File: src/rtl/neuro_pkg.sv
// Shared definitions for the sensor front-end blocks: mode encoding and a
// width helper for sizing index and counter registers.
package neuro_pkg;

  // Channel selection mode of chan_scan_mux.
  typedef enum logic {
    MODE_MANUAL = 1'b0,
    MODE_SCAN   = 1'b1
  } mode_e;

  // Number of bits needed to index n distinct values, never less than 1.
  // For n >= 2 this equals $clog2(n); for n == 1 it still yields a usable
  // 1-bit register instead of a zero-width one.
  function automatic int clog2_w(input int n);
    int w;
    w = 1;
    while ((1 << w) < n) begin
      w = w + 1;
    end
    return w;
  endfunction

endpackage : neuro_pkg

File: src/rtl/chan_scan_mux_rr_next_ch.sv
// Round-robin successor search: returns the index of the next set bit of
// mask_i strictly after ptr_i, wrapping modulo N_CH. When ptr_i is the only
// set bit it is returned unchanged; an all-zero mask also returns ptr_i.
// Purely combinational.
module rr_next_ch
  import neuro_pkg::*;
#(
  parameter  int N_CH  = 8,
  localparam int SEL_W = clog2_w(N_CH)
) (
  input  logic [SEL_W-1:0] ptr_i,
  input  logic [N_CH-1:0]  mask_i,
  output logic [SEL_W-1:0] next_o
);

  // One extra bit so ptr_i + distance (at most 2*N_CH-1) never overflows
  // before the wrap subtraction.
  logic [SEL_W:0] idx;

  // Walk distances from farthest to nearest; the nearest set bit after ptr_i
  // is therefore the last one written and wins.
  // NOTE: every variable assigned in always_comb gets a default first, so no
  // path leaves it unassigned and no latch is inferred.
  always_comb begin
    next_o = ptr_i;
    idx    = '0;
    for (int d = N_CH; d >= 1; d--) begin
      idx = {1'b0, ptr_i} + (SEL_W + 1)'(d);
      if (idx >= (SEL_W + 1)'(N_CH)) begin
        idx = idx - (SEL_W + 1)'(N_CH);
      end
      if (mask_i[idx[SEL_W-1:0]]) begin
        next_o = idx[SEL_W-1:0];
      end
    end
  end

endmodule : rr_next_ch

File: src/rtl/chan_scan_mux.sv
// Registered channel multiplexer for the sensor front end. Picks one W-bit
// channel out of N_CH either from a direct select (manual mode) or by a
// round-robin scan over ch_mask with DWELL cycles per channel, and presents
// the sample plus its channel index on a valid/ready output slot.
module chan_scan_mux
  import neuro_pkg::*;
#(
  parameter  int N_CH  = 8,
  parameter  int W     = 8,
  parameter  int DWELL = 4,
  localparam int SEL_W = clog2_w(N_CH)
) (
  input  logic              clk,
  input  logic              rst,
  input  logic [N_CH*W-1:0] x,
  input  logic [SEL_W-1:0]  sel,
  input  logic              mode,
  input  logic              en,
  input  logic [N_CH-1:0]   ch_mask,
  output logic [W-1:0]      y,
  output logic [SEL_W-1:0]  y_ch,
  output logic              y_valid,
  input  logic              y_ready,
  output logic              sel_err
);

  localparam int                DCNT_W    = clog2_w(DWELL);
  localparam logic [DCNT_W-1:0] DCNT_LAST = DCNT_W'(DWELL - 1);

  // Sequencing state.
  logic [SEL_W-1:0]  ptr_q,  ptr_d;
  logic [DCNT_W-1:0] dcnt_q, dcnt_d;

  // Output slot.
  logic [W-1:0]      y_q,       y_d;
  logic [SEL_W-1:0]  y_ch_q,    y_ch_d;
  logic              y_valid_q, y_valid_d;
  logic              sel_err_q, sel_err_d;

  // Decoded controls.
  mode_e             mode_s;
  logic              slot_free;
  logic              sel_ok;
  logic              mask_any;
  logic              ptr_enabled;
  logic [SEL_W-1:0]  next_ch;
  logic [SEL_W-1:0]  cap_ch;
  logic [W-1:0]      cap_data;
  logic              cap;

  assign mode_s      = mode_e'(mode);
  // The slot accepts a new sample when empty or when it is popped this cycle.
  assign slot_free   = !y_valid_q || y_ready;
  // For a power-of-two N_CH every select is legal; otherwise the top codes are not.
  assign sel_ok      = (32'(sel) < 32'(N_CH));
  assign mask_any    = |ch_mask;
  assign ptr_enabled = ch_mask[ptr_q];

  rr_next_ch #(
    .N_CH (N_CH)
  ) u_rr_next_ch (
    .ptr_i  (ptr_q),
    .mask_i (ch_mask),
    .next_o (next_ch)
  );

  // Channel that would be captured this cycle, chosen by mode alone so the
  // data mux does not depend on the capture decision.
  always_comb begin
    cap_ch = (mode_s == MODE_MANUAL) ? sel : ptr_q;
  end

  // Data mux: pick channel cap_ch out of the packed input bus.
  always_comb begin
    cap_data = '0;
    for (int k = 0; k < N_CH; k++) begin
      if (cap_ch == SEL_W'(k)) begin
        cap_data = x[k*W +: W];
      end
    end
  end

  // Sequencing and capture decision: dwell counting, pointer advance, output
  // slot refill and the sticky select-error flag.
  always_comb begin
    ptr_d     = ptr_q;
    dcnt_d    = dcnt_q;
    y_d       = y_q;
    y_ch_d    = y_ch_q;
    y_valid_d = y_valid_q;
    sel_err_d = sel_err_q;
    cap       = 1'b0;

    // A pending sample leaves when the consumer takes it, even while
    // sequencing is frozen by en=0.
    if (y_valid_q && y_ready) begin
      y_valid_d = 1'b0;
    end

    if (mode_s == MODE_MANUAL) begin
      // Manual mode keeps the dwell counter cleared so a later switch to
      // scan starts a fresh dwell at the current pointer.
      dcnt_d = '0;
      if (en) begin
        if (!sel_ok) begin
          sel_err_d = 1'b1;
        end else if (slot_free) begin
          cap = 1'b1;
        end
      end
    end else if (en && mask_any) begin
      if (!ptr_enabled) begin
        // Pointer sits on a masked-out channel: spend one cycle skipping.
        ptr_d  = next_ch;
        dcnt_d = '0;
      end else if (dcnt_q != DCNT_LAST) begin
        dcnt_d = dcnt_q + 1'b1;
      end else if (slot_free) begin
        cap    = 1'b1;
        ptr_d  = next_ch;
        dcnt_d = '0;
      end
      // Otherwise the dwell is complete but the slot is full: hold at
      // DCNT_LAST with the pointer parked until the consumer pops.
    end

    if (cap) begin
      y_d       = cap_data;
      y_ch_d    = cap_ch;
      y_valid_d = 1'b1;
    end
  end

  // State registers with synchronous active-high reset; an in-flight sample
  // is dropped by clearing y_valid.
  // NOTE: sequential state uses non-blocking assignments so every register
  // samples the pre-edge values of the others, independent of block order.
  always_ff @(posedge clk) begin
    if (rst) begin
      ptr_q     <= '0;
      dcnt_q    <= '0;
      y_q       <= '0;
      y_ch_q    <= '0;
      y_valid_q <= 1'b0;
      sel_err_q <= 1'b0;
    end else begin
      ptr_q     <= ptr_d;
      dcnt_q    <= dcnt_d;
      y_q       <= y_d;
      y_ch_q    <= y_ch_d;
      y_valid_q <= y_valid_d;
      sel_err_q <= sel_err_d;
    end
  end

  assign y       = y_q;
  assign y_ch    = y_ch_q;
  assign y_valid = y_valid_q;
  assign sel_err = sel_err_q;

endmodule : chan_scan_mux

File: config.mk
export PLATFORM = sky130hd
export DESIGN_NAME = chan_scan_mux
export DESIGN_NICKNAME = d
export VERILOG_FILES = /design/src/rtl/neuro_pkg.sv /design/src/rtl/chan_scan_mux_rr_next_ch.sv /design/src/rtl/chan_scan_mux.sv
export SDC_FILE = /design/constraint.sdc
export NUM_CORES = 1
export LEC_CHECK = 0
export BUFFER_PORTS_ARGS = -buffer_cell sky130_fd_sc_hd__buf_2
export CAP_MARGIN = 20
export CORE_MARGIN = 1.5
export CORE_UTILIZATION = 51
export CTS_BUF_LIST = sky130_fd_sc_hd__clkbuf_4 sky130_fd_sc_hd__clkbuf_8 sky130_fd_sc_hd__clkbuf_16
export DETAILED_ROUTE_END_ITERATION = 7
export MAX_ROUTING_LAYER = met4
export PLACE_DENSITY_LB_ADDON = 0.25
export SYNTH_ARGS = -nofsm -noshare
export SYNTH_HDL_FRONTEND = slang
export SYNTH_SLANG_ARGS = --single-unit
export TNS_END_PERCENT = 50
File: constraint.sdc
create_clock -name clk -period 7.4 [get_ports clk]
set_clock_uncertainty 0.1 [all_clocks]
set_input_delay 1.11 -clock clk [delete_from_list [all_inputs] [get_ports clk]]
set_output_delay 1.11 -clock clk [all_outputs]
set_load 0.02 [all_outputs]
==> results.md, run 1 <==
* Hold slack final at 0.3536 ns
* Commonest cells after routing, fill and taps aside: 91 x sky130_fd_sc_hd__buf_2, 22 x sky130_fd_sc_hd__nand2_1, 20 x sky130_fd_sc_hd__a21oi_1, 17 x sky130_fd_sc_hd__nor2_1, 17 x sky130_fd_sc_hd__dfxtp_1
* Final setup violation count at 0
* Fraction of layout cells with a size suffix above 1 at 0.3698
* Kind of path behind the tightest hold check: register to register
* Clock root buffer master: sky130_fd_sc_hd__clkbuf_8
* Number of fillers in the final layout at 348
* Relative slew margins at 0.3523
* Measured slew at the worst slew-check pin at 0.9680 ns
* CTS tree: done
* Critical Path RT at 7.46 ns
* CTS sink count at 17
* GRT overflow at 0
* Share of the clock period used by the worst path at 0.4876
* Max Buffers Root-to-Sink at 2
* Top sig layer: met4
* # diodes at 0
* Number of max-slew violations in the final report at 0
* Unrepaired setup endpoints after global routing: no
* Critical Path Source Type: register
* Layout overhead on the synthesized area at 24.45%
* Number of antenna violations at the first check in global routing at 0
* Placed Instances at 354
* Row count at 22
* Leak Pwr at 0.001068 uW
* Post-route antenna net violation count at 0
* Leading cell type in the layout, fill and taps excluded: sky130_fd_sc_hd__buf_2
* DR DRC count at 0
* Number of flops mapped to enable cells by yosys at 0
* Vias in the first global route at 2089
* Number of standard cells in the layout, taps in and fillers out at 359
* Area of the multi-input gates at 1530 sq um
* First-pass detailed-route iteration total at 4
* I/O pin count at 93
* Largest fanout on the critical path at 22
* Routed vias/inst at 6.164
* Overall via count from detail_route at 2213
* Source-to-sink clock delay at the later pin of the worst-skew pair at 0.25 ns
* Time the final worst path needs with I/O delays and setup at 3.608 ns
* Number of instances in the synthesized netlist at 235
* Net count after synthesis at 318
* Footprint of the flip-flops and latches at 340.3 sq um
* Post-synthesis sequential element count at 17
* Number of buffers inserted by post-CTS setup repair at 0
* Weighted congestion reported at the end of routability-driven placement at 1.033
* Category of the worst setup path capture point: register
* Average instance area after synthesis at 8.428 sq um
* Max Fclk at 277.2 MHz
* Yosys warning count at 0
* Hold-fix buffers at CTS at 0
* Wire length on met3 at 359 microns
* Maximum VDD drop at 0.00006504 V
* Pwr/cell area at 140.9 nW/um^2
* Mapped Area at 1981 sq um
* Starting DRC count in detailed routing at 124
* H-tree depth at 1
* CP Class: register to register
* Buffers on Ports at 91
* Count of different cell masters after synthesis at 55
* Placeable core region at 3689 sq um
* Total Wirelength at 5759 microns
* Post-cts resize count at 0
* DPL Wire Length at 4417 microns
* Initial core utilization at 0.5370
* Arrival time of data at the critical path endpoint at 3.67 ns
* Met2 wire length at 2886 microns
* Width of the chip at 65.32 microns
* Die Height at 65.32 microns
* Wire length on met1 at 2433 microns
* Routed WL per cell at 16.04 microns
* Async S/R FF share, synth at 0
* Final count of hold timing violations at 0
* Clock transition time at the flip-flop clock pins of the worst setup and hold paths at 0.06 ns
* Largest net degree at the start of global routing at 24
* GRT Util Overall at 0.2862
* Total Die Area at 4267 sq um
* Fin nets at 395
* Max_cap viols at 0
* Most used flip-flop cell after synthesis: sky130_fd_sc_hd__dfxtp_1
* TritonCTS Buffers at 3
* Portion of the post-synthesis area used by sequential elements at 0.1718
* First-pass GRT wire length at 9377 microns
* Run status: finished clean
* Sum of negative setup slack at 0 ns
## metrics by stage
step	utilization	cell area [sq um]	setup WS, ns	power [uW]
floorplan	-	1981	4.063	226.0
global placement	0.6520	2405	3.906	270.7
detailed placement	0.6520	2405	3.783	272.8
CTS	0.6652	2454	3.774	345.2
global route	0.6683	2465	3.551	373.1
finish	0.6683	2465	3.792	347.3
## cells in the mapped netlist, types with 2 or more instances
cell | count | area share
sky130_fd_sc_hd__nand2_1 | 22 | 0.042
sky130_fd_sc_hd__a21oi_1 | 20 | 0.051
sky130_fd_sc_hd__dfxtp_1 | 17 | 0.17
sky130_fd_sc_hd__nor2_1 | 17 | 0.032
sky130_fd_sc_hd__clkbuf_1 | 12 | 0.023
sky130_fd_sc_hd__mux2i_1 | 11 | 0.056
sky130_fd_sc_hd__mux4_2 | 10 | 0.11
sky130_fd_sc_hd__o21ai_0 | 10 | 0.025
sky130_fd_sc_hd__o221ai_1 | 8 | 0.035
sky130_fd_sc_hd__a22oi_1 | 7 | 0.027
sky130_fd_sc_hd__a221o_1 | 6 | 0.030
sky130_fd_sc_hd__mux2_1 | 6 | 0.034
sky130_fd_sc_hd__mux2_2 | 6 | 0.034
sky130_fd_sc_hd__inv_1 | 5 | 0.0095
sky130_fd_sc_hd__nand4_1 | 5 | 0.016
sky130_fd_sc_hd__nor2b_1 | 5 | 0.016
sky130_fd_sc_hd__a211oi_1 | 4 | 0.015
sky130_fd_sc_hd__buf_1 | 4 | 0.0076
sky130_fd_sc_hd__a32oi_1 | 3 | 0.013
sky130_fd_sc_hd__ha_1 | 3 | 0.019
sky130_fd_sc_hd__nand4b_1 | 3 | 0.013
sky130_fd_sc_hd__nor3_1 | 3 | 0.0076
sky130_fd_sc_hd__or4_1 | 3 | 0.011
sky130_fd_sc_hd__xor2_1 | 3 | 0.013
sky130_fd_sc_hd__a311oi_1 | 2 | 0.0088
sky130_fd_sc_hd__buf_6 | 2 | 0.011
sky130_fd_sc_hd__mux4_1 | 2 | 0.027
sky130_fd_sc_hd__nand2b_1 | 2 | 0.0063
sky130_fd_sc_hd__nand3_1 | 2 | 0.0051
sky130_fd_sc_hd__nor4_1 | 2 | 0.0063
sky130_fd_sc_hd__o211ai_1 | 2 | 0.0076
sky130_fd_sc_hd__o21ai_1 | 2 | 0.0051
sky130_fd_sc_hd__or2_1 | 2 | 0.0063
sky130_fd_sc_hd__or3_1 | 2 | 0.0063
sky130_fd_sc_hd__or4bb_1 | 2 | 0.011
## cell families (layout without fill, tap and decap cells)
kind of cell | after synthesis | count (layout) | share of synthesized area
AO/OA/AOI/OAI | 74 | 74 | 0.2603
XOR/XNOR | 3 | 3 | 0.01327
adder cells (fa/ha/maj) | 3 | 3 | 0.01895
buffers and inverters | 25 | 101 | 0.05748
flip-flops | 17 | 17 | 0.1718
multiplexers | 36 | 36 | 0.2716
other | 1 | 1 | 0.001893
AND/OR/NAND/NOR | 76 | 76 | 0.2047
## flip-flops by register name, indices dropped and copies added, names as in the netlist
| register | cells |
|---|---|
| y_ch | 3 |
| ptr_q | 3 |
| dcnt_q | 2 |
| y_valid | 1 |
| y | 8 |
## metal layers
| metal | vias up | global-route usage |
|---|---|---|
| li1 | 1079 | - |
| met1 | 1034 | 0.3690 |
| met2 | 92 | 0.4758 |
| met3 | 8 | 0.04110 |
| met4 | 0 | 0.07292 |
| met5 | - | - |
## cell type report
class / instances / share of cell area
inverter: 5 / 0.007614
tap: 48 / 0.02437
timing repair buffer: 92 / 0.1893
sequential: 17 / 0.1381
clock buffer: 4 / 0.01980
multi-input combinational: 193 / 0.6208
## path summary, 6_finish.rpt
check | startpoint | endpoint | slack [ns] | depth (start not counted)
worst min-delay path | y[2] | y[2] | 0.35 | 2
worst max-delay path | ptr_q[0] | ptr_q[1] | 3.79 | 7
worst max register to register | ptr_q[0] | ptr_q[1] | 3.79 | 7
worst min register to register | y[2] | y[2] | 0.35 | 2
## critical path: stages (launching register included)
cell,delay [ns]
sky130_fd_sc_hd__dfxtp_1,0.86
sky130_fd_sc_hd__inv_1,0.12
sky130_fd_sc_hd__ha_1,0.52
sky130_fd_sc_hd__mux4_2,0.61
sky130_fd_sc_hd__or4_1,0.56
sky130_fd_sc_hd__or3_1,0.34
sky130_fd_sc_hd__o211a_1,0.15
sky130_fd_sc_hd__a311oi_1,0.25
## where the power goes
group | leakage, uW | internal [uW] | switching (uW) | total [uW]
sequential | 0.000139 | 97.4 | 10.5 | 108
clock | 0.0000262 | 41.9 | 30.9 | 72.7
combinational | 0.000903 | 78.5 | 88.1 | 167
total | 0.00107 | 218 | 130 | 347
Note: power is estimated with default switching activity, not from simulation.
==> inputs of run 2 (changes only) <==
--- a/config.mk
+++ b/config.mk
@@ -5,10 +5,11 @@
 export SDC_FILE = /design/constraint.sdc
 export NUM_CORES = 1
 export LEC_CHECK = 0
+export ABC_AREA = 1
 export BUFFER_PORTS_ARGS = -buffer_cell sky130_fd_sc_hd__buf_2
 export CAP_MARGIN = 20
 export CORE_MARGIN = 1.5
-export CORE_UTILIZATION = 51
+export CORE_UTILIZATION = 43
 export CTS_BUF_LIST = sky130_fd_sc_hd__clkbuf_4 sky130_fd_sc_hd__clkbuf_8 sky130_fd_sc_hd__clkbuf_16
 export DETAILED_ROUTE_END_ITERATION = 7
 export MAX_ROUTING_LAYER = met4
==> constraint.sdc (replaced) <==
create_clock -name clk -period 2.9 [get_ports clk]
set_clock_uncertainty 0.1 [all_clocks]
set_input_delay 0.435 -clock clk [delete_from_list [all_inputs] [get_ports clk]]
set_output_delay 0.435 -clock clk [all_outputs]
set_load 0.02 [all_outputs]
==> run 2 against run 1 <==
- critical path depth increased by 4
- synthesized cell count up 47%
- largest cell class unchanged
- synthesized area is 1.9% lower
- critical endpoint is now ptr_q[2]
==> results.md, run 2 <==
* Die Height at 70.22 microns
* Total Wirelength at 5875 microns
* Synthesized-area fraction occupied by and/or/nand/nor cells at 0.5480
* Largest net degree at the start of global routing at 23
* Top-area cell type share of the netlist area at 0.2279
* Xor/xnor cell area share of the yosys netlist at 0.009015
* Max Buffers Root-to-Sink at 2
* Time the final worst path needs with I/O delays and setup at 2.520 ns
* Async S/R FF share, synth at 0
* Pwr/cell area at 421.2 nW/um^2
* Cell taking the most area after synthesis: sky130_fd_sc_hd__nand2_1
* Overall via count from detail_route at 2550
* Placeable core region at 4354 sq um
* Most used flip-flop cell after synthesis: sky130_fd_sc_hd__dfxtp_1
* # diodes at 0
* Depth of the worst register-to-register path at 11
* Category of the worst setup path capture point: register
* I/O pin count at 93
* Relative slew margins at 0.6500
* Average instance area after synthesis at 5.632 sq um
* Post-cts resize count at 0
* Largest fanout on the critical path at 12
* Leak Pwr at 0.001329 uW
* Measured slew at the worst slew-check pin at 0.5221 ns
* Post-route antenna net violation count at 0
* Max_cap viols at 0
* GRT Util Overall at 0.2479
* Commonest cells after routing, fill and taps aside: 118 x sky130_fd_sc_hd__nand2_1, 91 x sky130_fd_sc_hd__buf_2, 43 x sky130_fd_sc_hd__nand3_1, 34 x sky130_fd_sc_hd__nor2_1, 30 x sky130_fd_sc_hd__inv_1
* Source-to-sink clock delay at the later pin of the worst-skew pair at 0.26 ns
* Number of flops mapped to enable cells by yosys at 0
* Post-synthesis sequential element count at 17
* Power consumption at 1026 uW
* Dominant combinational cell family by area after synthesis: simple AND/OR/NAND/NOR gates
* Number of instances in the synthesized netlist at 345
* Most instantiated library cell after synthesis: sky130_fd_sc_hd__nand2_1
* Final design utilization at 0.5592
* Post-synthesis compound-gate area fraction at 0.1217
* Mux cell area share after synthesis at 0
* Width of the chip at 70.22 microns
* CTS sink count at 17
* Count of different cell masters after synthesis at 31
* Final setup violation count at 0
* CP Class: register to register
* Number of antenna violations at the first check in global routing at 0
* Clock root buffer master: sky130_fd_sc_hd__clkbuf_8
* TritonCTS Buffers at 3
* Final count of hold timing violations at 0
* First-pass detailed-route iteration total at 4
* Net count after synthesis at 428
* Routed vias/inst at 5.290
* Critical Path Source Type: register
* Largest register FFs at 8
* H-tree depth at 1
* Cell depth of the worst hold path at 2
* Layout overhead on the synthesized area at 25.31%
* Share of the clock period used by the worst path at 0.8688
* CTS tree: done
* Number of buffers inserted by post-CTS setup repair at 0
* Number of fillers in the final layout at 432
* List of most frequent post-synthesis cells: 118 x sky130_fd_sc_hd__nand2_1, 43 x sky130_fd_sc_hd__nand3_1, 34 x sky130_fd_sc_hd__nor2_1, 30 x sky130_fd_sc_hd__inv_1
* Mapped Area at 1943 sq um
* Post-synthesis share of cell area spent on full adders, half adders and majority gates at 0.01932
* First-pass GRT wire length at 9880 microns
* Maximum VDD drop at 0.0001573 V
* Row count at 24
* Buffers on Ports at 91
* Footprint of the flip-flops and latches at 340.3 sq um
* GRT overflow at 0
* Area of the multi-input gates at 1360 sq um
* Portion of the post-synthesis area used by sequential elements at 0.1751
* Unrepaired setup endpoints after global routing: no
* Starting DRC count in detailed routing at 255
* DR DRC count at 0
* Fin nets at 514
* Critical Path RT at 2.99 ns
* Leading cell type in the layout, fill and taps excluded: sky130_fd_sc_hd__nand2_1
* Fraction of layout cells with a size suffix above 1 at 0.2814
* Initial core utilization at 0.4463
* DPL Wire Length at 4766 microns
* Max Fclk at 396.9 MHz
* Number of max-slew violations in the final report at 0
* Arrival time of data at the critical path endpoint at 2.61 ns
* Clock transition time at the flip-flop clock pins of the worst setup and hold paths at 0.07 ns
* Run status: finished clean
* Weighted congestion reported at the end of routability-driven placement at 1.040
* Total Die Area at 4931 sq um
* Routed WL per cell at 12.19 microns
* Hold-fix buffers at CTS at 0
* Sum of negative setup slack at 0 ns
* Synth area leaders: sky130_fd_sc_hd__nand2_1 23%, sky130_fd_sc_hd__dfxtp_1 18%, sky130_fd_sc_hd__nand3_1 11%, sky130_fd_sc_hd__nor2_1 6.6%, sky130_fd_sc_hd__inv_1 5.8%
* Vias in the first global route at 2371
* Yosys warning count at 0
* Kind of path behind the tightest hold check: input port to register
run 2: cell types whose count changed in the layout (fill, tap and decap cells not counted), moves of 7 or more:
| cell | before | now |
|---|---|---|
| sky130_fd_sc_hd__nand2_1 | 22 | 118 |
| sky130_fd_sc_hd__nand3_1 | 2 | 43 |
| sky130_fd_sc_hd__inv_1 | 5 | 30 |
| sky130_fd_sc_hd__nor2_1 | 17 | 34 |
| sky130_fd_sc_hd__nand4_1 | 5 | 17 |
| sky130_fd_sc_hd__mux2i_1 | 10 | 0 |
| sky130_fd_sc_hd__mux4_2 | 10 | 0 |
| sky130_fd_sc_hd__o221ai_1 | 8 | 0 |
| sky130_fd_sc_hd__a22oi_1 | 7 | 0 |
| sky130_fd_sc_hd__inv_2 | 0 | 7 |
run 2: where the power goes:
group          total (uW)  leakage (uW)  switching (uW)  internal [uW]
logic                 569       0.00117             374            195
registers             270      0.000140            18.1            252
clock network         187     0.0000217            90.2           96.8
run 2: stage by stage:
step / hold slack [ns] / setup slack [ns] / instances / area [sq um]
detailed placement: 0.3811 / 0.4824 / 478 / 2386
global route: 0.3404 / 0.1132 / 482 / 2435
global placement: 0.3675 / 0.5708 / 478 / 2386
CTS: 0.3273 / 0.4489 / 482 / 2435
floorplan: 0.3435 / 0.8770 / 345 / 1943
finish: 0.3336 / 0.3804 / 482 / 2435
run 2: cell families after synthesis:
| group | count (synthesis) |
|---|---|
| XOR/XNOR | 2 |
| AND/OR/NAND/NOR | 229 |
| flip-flops | 17 |
| adder cells (fa/ha/maj) | 3 |
| buffers and inverters | 51 |
| AO/OA/AOI/OAI | 42 |
| other | 1 |
run 2: final cells by class:
class                      count  share of cell area
clock inverter                 1            0.003083
timing repair buffer          92              0.1901
tap                           52             0.02672
inverter                      40             0.06475
sequential                    17              0.1398
multi-input combinational    277              0.5586
clock buffer                   3             0.01696
run 2: metal layers:
metal  GRT usage  share of wire  vias to the layer above
li1            -              -                     1307
met1      0.2863           0.42                     1099
met2      0.4329           0.47                      130
met3     0.03896          0.077                       14
met4     0.08761          0.030                        0
met5           -              0                        -
run 2: worst paths after layout:
kind	startpoint	end	slack (ns)
worst max register to register	ptr_q[0]	ptr_q[2]	0.38
worst min-delay path	rst	ptr_q[2]	0.33
worst min register to register	y_ch[1]	y_ch[1]	0.40
worst max-delay path	ptr_q[0]	ptr_q[2]	0.38
run 2: worst max-delay path: stages (launching register included):
cell                      delay (ns)
sky130_fd_sc_hd__dfxtp_1        0.56
sky130_fd_sc_hd__inv_2          0.17
sky130_fd_sc_hd__ha_1           0.39
sky130_fd_sc_hd__inv_1          0.20
sky130_fd_sc_hd__nand3_1        0.13
sky130_fd_sc_hd__nand3_1        0.13
sky130_fd_sc_hd__nand2_1        0.09
sky130_fd_sc_hd__nor2_1         0.22
sky130_fd_sc_hd__nand2_1        0.08
sky130_fd_sc_hd__nor2_1         0.13
sky130_fd_sc_hd__o21ai_0        0.09
sky130_fd_sc_hd__a21oi_1        0.16
